$ cat config.mk
export PLATFORM = sky130hd
export DESIGN_NAME = bitstream_cic_decimator
export DESIGN_NICKNAME = d
export VERILOG_FILES = /design/src/rtl/bitstream_cic_decimator.sv
export SDC_FILE = /design/constraint.sdc
export NUM_CORES = 1
export LEC_CHECK = 0
export CAP_MARGIN = 5
export CORE_MARGIN = 8
export CORE_UTILIZATION = 50
export DETAILED_ROUTE_END_ITERATION = 12
export DONT_BUFFER_PORTS = 1
export SLEW_MARGIN = 30
export SYNTH_ARGS = -nofsm -noshare
export SYNTH_HDL_FRONTEND = slang
export SYNTH_SLANG_ARGS = --single-unit
$ cat constraint.sdc
create_clock -name CLK_3M -period 11.5 [get_ports CLK_3M]
set_input_delay 1.15 -clock CLK_3M [delete_from_list [all_inputs] [get_ports CLK_3M]]
set_output_delay 1.15 -clock CLK_3M [all_outputs]
set_load 0.02 [all_outputs]
$ cat src/rtl/bitstream_cic_decimator.sv
// bitstream_cic_decimator: 4th-order CIC decimator turning a 1-bit bitstream into
// signed PCM on a valid/ready output. Rev 1.0
`default_nettype none

module bitstream_cic_decimator #(
  parameter int LOG2_R   = 6,
  parameter int OUT_BITS = 24
) (
  input  logic                       CLK_3M,
  input  logic                       reset,
  input  logic                       enable,
  input  logic                       data_i,
  output logic signed [OUT_BITS-1:0] data_o,
  output logic                       valid_o,
  input  logic                       ready_i,
  output logic                       overrun_o
);

  localparam int W     = 4 * LOG2_R + 2;
  localparam int SHIFT = W - OUT_BITS - 1;
  localparam logic signed [W-1:0] Y_MAX = {{(W-OUT_BITS+1){1'b0}}, {(OUT_BITS-1){1'b1}}};
  localparam logic signed [W-1:0] Y_MIN = ~Y_MAX;

  logic signed [W-1:0] x;
  logic signed [W-1:0] i1, i2, i3, i4;
  logic signed [W-1:0] d1, d2, d3, d4;
  logic signed [W-1:0] c1, c2, c3, c4;
  logic signed [W-1:0] scaled;
  logic signed [OUT_BITS-1:0] y;
  logic [LOG2_R-1:0] cnt;
  logic dec_evt;

  // +1 for a one bit, -1 (all ones) for a zero bit
  assign x       = {{(W-1){~data_i}}, 1'b1};
  assign dec_evt = enable && (cnt == {LOG2_R{1'b1}});

  assign c1     = i4 - d1;
  assign c2     = c1 - d2;
  assign c3     = c2 - d3;
  assign c4     = c3 - d4;
  assign scaled = c4 >>> SHIFT;

  always_comb begin
    y = scaled[OUT_BITS-1:0];
    if (scaled > Y_MAX) begin
      y = Y_MAX[OUT_BITS-1:0];
    end else if (scaled < Y_MIN) begin
      y = Y_MIN[OUT_BITS-1:0];
    end
  end

  always_ff @(posedge CLK_3M) begin
    if (reset) begin
      i1  <= '0;
      i2  <= '0;
      i3  <= '0;
      i4  <= '0;
      d1  <= '0;
      d2  <= '0;
      d3  <= '0;
      d4  <= '0;
      cnt <= '0;
    end else if (enable) begin
      // Integrators wrap freely; the combs cancel the wrap modulo 2^W
      i1  <= i1 + x;
      i2  <= i2 + i1;
      i3  <= i3 + i2;
      i4  <= i4 + i3;
      cnt <= cnt + 1'b1;
      if (dec_evt) begin
        d1 <= i4;
        d2 <= c1;
        d3 <= c2;
        d4 <= c3;
      end
    end
  end

  always_ff @(posedge CLK_3M) begin
    if (reset) begin
      data_o    <= '0;
      valid_o   <= 1'b0;
      overrun_o <= 1'b0;
    end else begin
      overrun_o <= dec_evt && valid_o && !ready_i;
      if (dec_evt) begin
        data_o  <= y;
        valid_o <= 1'b1;
      end else if (valid_o && ready_i) begin
        valid_o <= 1'b0;
      end
    end
  end

endmodule

`default_nettype wire
---- Yosys cells after proc, flatten, opt, wreduce, memory -nomap -nowiden ----
Index checks and enable logic that the tools add are counted.
storage, ports and cells
  flip-flop bits (word level) ............. 240
  input bits .............................. 5
operators by class
  $add $sub $neg .......................... 9
  $lt $le $gt $ge ......................... 2
  eq/ne operators ......................... 1
  multiplexer cells ....................... 4
  bitwise logic cells ..................... 1
  reduce and logical (&&, ||, !) cells .... 7
operators by type and width
  cell                    count
  $sub A26 B26 Y26        4
  $add A26 B26 Y26        3
  $mux W24                2
  $add A26 B2 Y26         1
  $gt A25 B24 Y1 const B  1
  $lt A25 B24 Y1 const B  1
  $add A6 B1 Y6 const B   1
  $eq A6 B6 Y1 const B    1
  $logic_and A1 B1 Y1     4
  $mux W1                 2
  $reduce_and A2 Y1       1
  $reduce_bool A2 Y1      1
  $logic_not A1 Y1        1
  $not A1 Y1              1

---- Depth between registers and ports, before layout ----
  depth in word-level cells ............... 7
  mapped depth ............................ 38

---- Least setup slack after synthesis ----
OpenSTA, ideal clock, no wires.
  path type ............................... register to register
  start ................................... register i4[0]
  end ..................................... register data_o[10]
  setup time .............................. 80 ps
  data arrival time ....................... 7464 ps
  path slack .............................. 3956 ps
  cell stages (with the launch flop) ...... 39
  buffers on the path ..................... 1
  period minus slack after synthesis ...... 7544 ps
  cells stage by stage .................... dfxtp_1 > inv_1 > ha_1 > fa_1 > nor2b_1 > o21ai_0 > a21boi_0 > o21a_1 > nor2_1 > xnor2_1 > ha_1 > o21a_1 > o21ai_0 > a21oi_1 > a2111oi_0 > o31a_1 > xnor2_1 > ha_1 > [3 not listed] > or2b_2 > nor2b_1 > o21ai_0 > o31a_1 > a31oi_1 > xnor2_1 > ha_1 > a21oi_1 > nand4_1 > a211oi_2 > o31ai_1 > a21oi_1 > xnor2_1 > xnor2_1 > xnor2_2 > buf_6 > maj3_2 > a211oi_2
on the way
  longest elaborated chain between the ends .. 7
ends and longest elaborated chain
  what                    RTL line  source
  start, declared         25        logic signed [W-1:0] i1, i2, i3, i4;
  start signal, assigned  68        i4 <= i4 + i3;
  $sub A26 B26 Y26 (*)    37        assign c1 = i4 - d1;
  named net c1[6]         27        logic signed [W-1:0] c1, c2, c3, c4;
  $sub A26 B26 Y26 (*)    38        assign c2 = c1 - d2;
  named net c2[14]        27
  $sub A26 B26 Y26 (*)    39        assign c3 = c2 - d3;
  named net c3[22]        27
  $sub A26 B26 Y26 (*)    40        assign c4 = c3 - d4;
  $lt A25 B24 Y1          47        end else if (scaled < Y_MIN) begin
  $mux W24                47
  $mux W24 (*)            45        if (scaled > Y_MAX) begin
  end signal, assigned    87        data_o <= y;
  end, declared           13        output logic signed [OUT_BITS-1:0] data_o,
The timed path passes the listed nets; every way through them passes the cells marked *.
A chain may end at the register's enable or synchronous reset.

---- Final worst setup path ----
  start ................................... register i4[0]
  end ..................................... register data_o[1]
The elaborated chain is that of the path after synthesis.

==> metrics.log <==
[metrics] result of the run: completed
[metrics] clock tree buffer depth: 3
[metrics] largest net degree at the start of global routing: roughly 250
[metrics] vias in the first global route: around 15,000
[metrics] placeable core region: around 0.036 mm^2
[metrics] destination of the worst register-to-register timing path: data_o[1]
[metrics] root buf cell: sky130_fd_sc_hd__clkbuf_16
[metrics] fraction of layout instances using a drive strength above 1: 0.0557
[metrics] Detail Placement HPWL: 29,600 um
[metrics] number of antenna violations at the first check in global routing: 0
[metrics] placer congestion estimate: 0.820
[metrics] clock tree from TritonCTS: done
[metrics] final routed wirelength across all metal layers: just over 40,000 um
[metrics] total number of nets in the final design: between 2,000 and 2,500
[metrics] Clock transition at path regs: around 60 ps
[metrics] worst hold path depth: 2
[metrics] path category of the worst min-delay check: flip-flop to flip-flop
[metrics] total of endpoints with negative setup slack in the final report: 0
[metrics] Min-Delay Startpoint: d2[23]
[metrics] type of the setup path with the least slack: flip-flop to flip-flop
[metrics] Initial DRT Pass Iterations: 5
[metrics] r2r startpoint: i4[0]
[metrics] H-tree depth: 1
[metrics] antenna violation net count after detailed routing: 0
[metrics] count of clock tree sinks: 240
[metrics] clock buffer count from CTS: 29
[metrics] total overflow reported by the global router: 0
[metrics] starting DRC count in detailed routing: between 700 and 800
[metrics] highest cell delay on the worst timing path: approximately 600 ps
[metrics] shortest period the worst path allows: roughly 8600 ps
[metrics] number of vias after detailed routing: 15,345
[metrics] portion of the post-synthesis area used by sequential elements: 0.264
[metrics] Post-CTS Setup Inserts: 0
[metrics] PostCTS Resize Cnt: 0
[metrics] average footprint of a synthesized cell: 7.97 um^2
[metrics] share of the synthesized area in the top cell type: 0.264
[metrics] number of cells on the worst reg-to-reg path: 38
[metrics] final hold vios: 0
[metrics] count leader, synth: sky130_fd_sc_hd__nand2_1
[metrics] actual transition at the worst max-transition pin: a little under 700 ps
[metrics] Port Buffers: 0
[metrics] critical path arrival: approximately 9000 ps
[metrics] crit start category: flip-flop
[metrics] post-synthesis instance area: approximately 0.018 mm^2
[metrics] global-route wire length before repair: a little under 70,000 um
[metrics] growth of design area from synthesis to finish: 6.50%
[metrics] portion of the clock cycle consumed by the worst path in the final layout: 0.744
[metrics] effective utilization at floorplan: 0.502
[metrics] required time worst endpoint: 11,970 ps
[metrics] library cell with the largest summed area after synthesis: sky130_fd_sc_hd__dfxtp_1
[metrics] highest-delay cell along the critical path: sky130_fd_sc_hd__a2111oi_0
[metrics] total negative setup slack: 0 ps
[metrics] max_slew headroom: 0.537
[metrics] Top FF cell, synth: sky130_fd_sc_hd__dfxtp_1
[metrics] number of enable-type register cells in the synthesized netlist: 0
[metrics] Mapped Nets: between 2,000 and 2,500
[metrics] die area: between 0.04 and 0.05 mm^2
[metrics] worst skew pair latency: 550 ps
[metrics] total inserted antenna cells: 0
[metrics] width of the die: roughly 210 um
[metrics] share of flip-flops with an asynchronous set or reset: 0
[metrics] final max-slew violation count: 0
[metrics] Top-Level Pins: 31
[metrics] number of storage elements in the synthesis netlist: 240
[metrics] highest attainable clock frequency: between 100 and 150 MHz
[metrics] number of different library cells in the post-synthesis netlist: a little under 90
[metrics] drt wl/cell: approximately 15 um
[metrics] CTS hold repair buffers: 0
[metrics] Clock Skew: 8.65 ps
[metrics] number of buffers and inverters on the critical path: 2
[metrics] setup slack of the most critical reg-to-reg path: between 2000 and 3000 ps
[metrics] leading cell types by count after synthesis: sky130_fd_sc_hd__nand2_1 (279), sky130_fd_sc_hd__dfxtp_1 (240), sky130_fd_sc_hd__a21oi_1 (237), sky130_fd_sc_hd__nor2_1 (203), sky130_fd_sc_hd__ha_1 (199)
[metrics] die extent in y: approximately 210 um
[metrics] YS warnings: 0
[metrics] count of max-cap constraint violations: 0
[metrics] setup repair after global routing missed its margin: false
[metrics] CP endpoint kind: flip-flop
[metrics] routed vias/inst: ~5.6
[metrics] top cell family by delay on the critical path: compound AO/OA/AOI/OAI gates
[metrics] Residual DRC: 0
[metrics] Std-Cell Rows: 70
[metrics] total routing usage reported by global routing: 0.190
[metrics] worst min-delay path endpoint: d2[23]
[metrics] gate count after technology mapping: around 2,300
[metrics] Synth area leaders: sky130_fd_sc_hd__dfxtp_1 (26%), sky130_fd_sc_hd__ha_1 (14%), sky130_fd_sc_hd__a21oi_1 (6.5%)
[metrics] cell repeated most along the worst path: sky130_fd_sc_hd__xnor2_1
[metrics] largest fanout on the critical path: 25
[tightest hold or removal path: cells and delay by family, from the launching register on]
family	cells	cell delay, ps
simple gates	1	50
flops	1	300
compound gates	1	50
[state kept, by name (all words and copies together) (netlist names), 26 cells and up]
register and flops:
d1 26, i1 26, i3 26, d2 26, d4 26, d3 26
i2 26, i4 26
[through the flow]
| step | instances | setup slack (ps) | util | instance area, um^2 | hold WS (ps) |
|---|---|---|---|---|---|
| 2_1_floorplan | 2286 | 3960 | - | 18200 | 432 |
| 3_3_place_gp | 2678 | 2930 | 0.509 | 18500 | 434 |
| 3_5_place_dp | 2678 | 2860 | 0.509 | 18500 | 439 |
| 4_1_cts | 2730 | 2790 | 0.535 | 19400 | 447 |
| 5_1_grt | 2730 | 2070 | 0.535 | 19400 | 467 |
| 6_report | 2730 | 2940 | 0.535 | 19400 | 448 |
[cell type report]
class,instances,area (um^2)
fill,3483,16900
multi-input combinational,1805,12400
clock inverter,12,116
inverter,158,593
tap,468,586
clock buffer,40,817
sequential,240,4800
timing repair buffer,7,52.6
[placed cells by master (no fill, tap or decap), types with 14 or more instances in the layout]
master,Yosys,layout
sky130_fd_sc_hd__nor2_1,203,203
sky130_fd_sc_hd__and3_1,15,14
sky130_fd_sc_hd__mux2i_1,63,63
sky130_fd_sc_hd__xnor2_1,112,112
sky130_fd_sc_hd__a21oi_1,237,237
sky130_fd_sc_hd__nand2b_1,26,26
sky130_fd_sc_hd__a21o_1,79,79
sky130_fd_sc_hd__o21a_1,21,21
sky130_fd_sc_hd__nand2_1,279,279
sky130_fd_sc_hd__ha_1,199,199
sky130_fd_sc_hd__nor2b_1,26,26
sky130_fd_sc_hd__nor3_1,29,29
sky130_fd_sc_hd__a211oi_1,37,37
sky130_fd_sc_hd__nand3_1,29,28
sky130_fd_sc_hd__clkbuf_16,0,29
sky130_fd_sc_hd__dfxtp_1,240,240
sky130_fd_sc_hd__xor2_1,56,56
sky130_fd_sc_hd__o21ai_0,87,87
sky130_fd_sc_hd__o21bai_1,17,17
sky130_fd_sc_hd__or2_2,14,14
sky130_fd_sc_hd__inv_1,158,158
sky130_fd_sc_hd__nand4_1,22,22
sky130_fd_sc_hd__a31oi_1,26,26
sky130_fd_sc_hd__a211oi_2,15,15
[metal layers]
| layer | routed length, um | vias to the layer above | track usage |
|---|---|---|---|
| met5 | 0 | - | 0 |
| met3 | 975 | 69 | 0.0218 |
| li1 | - | 7990 | - |
| met4 | 1200 | 0 | 0.0679 |
| met1 | 19200 | 7136 | 0.236 |
| met2 | 19800 | 150 | 0.335 |
[kinds of logic (layout without fill, tap and decap cells)]
| group | count (synthesis) | in the layout | synth area share |
|---|---|---|---|
| adder cells (fa/ha/maj) | 227 | 227 | 0.157 |
| AO/OA/AOI/OAI | 648 | 648 | 0.233 |
| buffers and inverters | 241 | 217 | 0.0554 |
| XOR/XNOR | 172 | 172 | 0.0847 |
| AND/OR/NAND/NOR | 695 | 695 | 0.171 |
| multiplexers | 63 | 63 | 0.0346 |
| flip-flops | 240 | 240 | 0.264 |
[worst max path at each step]
| stage | startpoint | end | slack [ps] | cells after the start |
|---|---|---|---|---|
| after CTS | i4[0] | data_o[1] | 2790 | 38 |
| after global routing | i4[0] | data_o[1] | 2070 | 38 |
| final | i4[0] | data_o[1] | 2940 | 38 |
| after floorplan | i4[0] | data_o[10] | 3960 | 38 |
| after detailed placement | i4[0] | data_o[5] | 2860 | 38 |
| after global placement | i4[0] | data_o[0] | 2930 | 37 |
Power is not shown: default switching activity piles up to over one toggle a cycle in this logic, so the estimate is an artifact.
==> edit 1: new RTL, config.mk and constraints unchanged <==
The parameter `OUT_BITS` goes from 24 to 20.
--- a/src/rtl/bitstream_cic_decimator.sv
+++ b/src/rtl/bitstream_cic_decimator.sv
@@ -4,7 +4,7 @@
 
 module bitstream_cic_decimator #(
   parameter int LOG2_R   = 6,
-  parameter int OUT_BITS = 24
+  parameter int OUT_BITS = 20
 ) (
   input  logic                       CLK_3M,
   input  logic                       reset,
Interface: changed (resized data_o); port bits go from 31 to 27. The function was not compared with the original's and may differ.
==> edit 1 against the unedited design <==
Global-route usage decreased by 0.94 points; routed wire length is 8.1% lower; sequential cell count fell by 4; worst setup slack gained 0.60 ns; count of clock-buffer cells in the layout is 7 higher; non-clock buffer count is 4 lower; synthesized area shrank 4.7%; final area decreased by 3.8%; critical path type unchanged; highest routed layer unchanged.
Power is not shown: default switching activity piles up to over one toggle a cycle in this logic, so the estimate is an artifact.
==> edit 1: results (changes against the unedited design) <==
Top FF cell, synth=dfxtp_1; syn nets=2410 (-3.5%); number of port buffers=0 (unchanged); Max-slew headroom=0.446 (-0.0919); WP data arrival=8.43 ns (-0.59 ns); Hold Path Class=reg -> reg; postcts setup bufs=0 (unchanged); Cells after DPL=2585 (-3.5%); Reg clk slew, reported paths=0.06 ns (about the same); max-slew violations=0 (unchanged); CTS max path bufs=3 (unchanged); GPL Wtd Cong=0.798 (-2.6%); vias in the first global route=13900 (-4.7%); CTS H-tree lvls=1 (unchanged); # Max-Cap Violations=0 (unchanged); share of cells above drive strength 1=0.0390 (-0.0167); Post-synth ARST share=0 (unchanged); first-iteration detailed-routing DRC count=524 (-32%); sequential area share after synthesis=0.272 (+0.00831); initial antenna violation count=1 (+1); gr usage total=0.181 (-0.00945); routed len/inst=14.3 um (-4.9%); status=finished, final reports clean; synth warn=0 (unchanged); first-pass GRT wire length=64.9 mm (-6.6%); Post-DP Area=0.0177 mm^2 (-4.2%); vias per cell=5.45 (-3.0%); CTS resizes=0 (unchanged); Synth area leaders=dfxtp_1 (27%), ha_1 (14%), a21oi_1 (6.7%); Post-DP HPWL=26.7 mm (-9.6%); Post-synth top cells=nand2_1 (268), dfxtp_1 (236), a21oi_1 (233); Routed WL=37.8 mm (-8.1%); Cell variety after synth=71 (-19%); Inserted Clock Buffers=29 (unchanged); CP peak stage delay=0.48 ns (-0.13 ns); Post-Synthesis Cells=2199 (-3.8%); clock latency on the worst-skew pair=0.57 ns (+0.02 ns); Final Skew=0.0184 ns (+0.00972 ns); drt first pass iters=5 (unchanged); CP Max Fanout=19 (-24%); largest net degree at the start of global routing=250 (+0.81%); Root Driver=clkbuf_16; CP max stage cell=mux2i_4
[edit 1: changes by cell type after synthesis, moves of 10 or more]
cell      delta
nand2_1     -11
o21bai_1    +17
nor2_1      +21
nand4_1     -11
or2_2       -10
o21ai_0     -14
maj3_2      -12
[edit 1: routing by layer]
layer | wire length, um | global-route usage | up-vias
met5 | 0 | 0 | -
li1 | - | - | 7630
met4 | 811 | 0.0515 | 0
met1 | 18100 | 0.223 | 6593
met2 | 18000 | 0.324 | 117
met3 | 990 | 0.0224 | 44
[edit 1: critical path: cells and delay by family, from the launching register on]
family,cells,cell delay (ns)
AO/OA/AOI/OAI,20,3.81
adder cells (fa/ha/maj),5,1.63
AND/OR/NAND/NOR,8,0.98
XOR/XNOR,3,0.52
multiplexers,1,0.48
flip-flops,1,0.37
buffers and inverters,1,0.06
[edit 1: cell families (layout without fill, tap and decap cells)]
logic type                 count (synthesis)  count (layout)  share of synthesized area
and+or+nand+nor                          685             685                      0.175
AOI/OAI and AO/OA                        592             592                      0.219
buffers and inverters                    239             221                     0.0525
DFF                                      236             236                      0.272
adders and majority gates                206             206                      0.151
xor gates and xnor gates                 169             169                     0.0874
muxes                                     72              72                     0.0425
other                                      0               2                          0
[edit 1: through the flow]
stage,setup WS (ns),util
floorplan,4.67,-
global placement,3.68,0.515
detailed placement,3.56,0.515
CTS,3.52,0.543
global route,2.76,0.543
finish,3.54,0.543
[edit 1: final cells by class]
cell class	instances	area, um^2
diodes	2	5.00
clock buffers	47	903
repair buffers	3	22.5
clock inverters	4	60.1
flip-flops and latches	236	4720
well taps	455	569
inverters	167	627
fillers	3293	15700
multi-input cells	1724	11700
[edit 1: path summary, 6_finish.rpt]
check | depth (start not counted) | slack, ns | end | from
max reg2reg | 38 | 3.54 | data_o[3] | i4[0]
min | 2 | 0.45 | d4[21] | d4[21]
min reg2reg | 2 | 0.45 | d4[21] | d4[21]
max | 38 | 3.54 | data_o[3] | i4[0]
==> edit 2: new RTL, config.mk and constraints unchanged <==
Made on the original files. Make the reset (`reset`) asynchronous in 2 clocked blocks.
--- a/src/rtl/bitstream_cic_decimator.sv
+++ b/src/rtl/bitstream_cic_decimator.sv
@@ -49,7 +49,7 @@
     end
   end
 
-  always_ff @(posedge CLK_3M) begin
+  always_ff @(posedge CLK_3M or posedge reset) begin
     if (reset) begin
       i1  <= '0;
       i2  <= '0;
@@ -76,7 +76,7 @@
     end
   end
 
-  always_ff @(posedge CLK_3M) begin
+  always_ff @(posedge CLK_3M or posedge reset) begin
     if (reset) begin
       data_o    <= '0;
       valid_o   <= 1'b0;
Formal check against the unedited RTL: same outputs for any inputs over 10 cycles, from zero or initial values and one cycle with reset high; that may be too few to reach the edited logic, so the function may still have changed.
==> edit 2 against the unedited design <==
Sequential cell count is the same; clock skew grew 0.0043 ns; worst setup slack better by 0.016 ns; final area up 1.2%; synthesized area decreased by 0.51%; highest routed layer unchanged; routed wire length decreased by 16%; critical path type unchanged; worst hold slack gained 0.030 ns; cell count shrank 8.1%; sequential share of layout area grew 5.8 points; critical endpoint is now data_o[0].
Power is left out: the tool's default activity adds up to more than one toggle a clock period on the data nets, which glitch-free logic cannot reach.
==> edit 2: results (changes against the unedited design) <==
filler cell count=3224 (-7.4%); Cell variety after synth=74 (-16%); ant diodes=0 (unchanged); sequential area share after synthesis=0.331 (+0.0676); Synth area leaders=dfrtp_1 (33%), ha_1 (14%), xnor2_1 (5.4%); Post-DP Area=0.0186 mm^2 (+0.65%); gr usage total=0.168 (-0.0222); CP Max Fanout=24 (-4.0%); Top FF cell, synth=dfrtp_1; first-pass GRT wire length=61.7 mm (-11%); CTS resizes=0 (unchanged); share of cells above drive strength 1=0.0796 (+0.0239); Final Skew=0.0129 ns (+0.00428 ns); status=finished, final reports clean; first-iteration detailed-routing DRC count=464 (-39%); CP peak stage delay=0.53 ns (-0.08 ns); via count=13600 (-11%); drt first pass iters=4 (-1); initial antenna violation count=0 (unchanged); Routed WL=34.6 mm (-16%); GPL Wtd Cong=0.849 (+3.5%); nets=2236 (-8.8%); Post-synth ARST share=1.00 (+1.00); Inserted Clock Buffers=30 (+3.4%); Max-slew headroom=0.376 (-0.161); vias in the first global route=13600 (-6.8%); Post-DP HPWL=25.2 mm (-15%)
[edit 2: cell type report]
type                       instances  share of cell area
tap                              461              0.0294
clock buffer                      47              0.0451
sequential                       240               0.306
clock inverter                     9             0.00765
multi-input combinational       1576               0.576
inverter                         167              0.0326
timing repair buffer               9             0.00344
[edit 2: logic make-up (layout without fill, tap and decap cells)]
kind of cell / after synthesis / after routing / synth area share
xor gates and xnor gates: 161 / 161 / 0.0794
adders and majority gates: 229 / 229 / 0.160
and+or+nand+nor: 501 / 501 / 0.126
buffers and inverters: 218 / 232 / 0.0460
muxes: 76 / 76 / 0.0468
AOI/OAI and AO/OA: 609 / 609 / 0.210
DFF: 240 / 240 / 0.331
[edit 2: final timing paths]
check                        endpoint  cells past startpoint   from  slack [ns]
setup reg to reg            data_o[0]                     36  i4[0]        2.96
min in group asynchronous  data_o[23]                      1  reset        0.55
max in group asynchronous      d2[19]                      2  reset        9.76
hold reg to reg                 d2[1]                      2  d2[1]        0.48
setup / recovery            data_o[0]                     36  i4[0]        2.96
hold / removal                  d2[1]                      2  d2[1]        0.48
[edit 2: critical path, delay by kind of cell, from the launching register on]
family	cells	cell delay [ns]
and+or+nand+nor	7	1.50
buffers and inverters	2	0.30
DFF	1	0.35
AOI/OAI and AO/OA	16	3.47
xor gates and xnor gates	5	0.84
adders and majority gates	6	2.00
[edit 2: routing by layer]
layer  wire [um]  GRT usage
met5           0          0
met4         759     0.0463
met1       16100      0.204
met2       16800      0.307
met3         912     0.0221
[edit 2: through the flow]
stage,worst slack [ns],cells,util
after global placement,3.13,2453,0.521
after CTS,2.92,2509,0.550
after global routing,2.28,2509,0.550
final,2.96,2509,0.550
after floorplan,3.76,2034,-
after detailed placement,2.94,2453,0.521
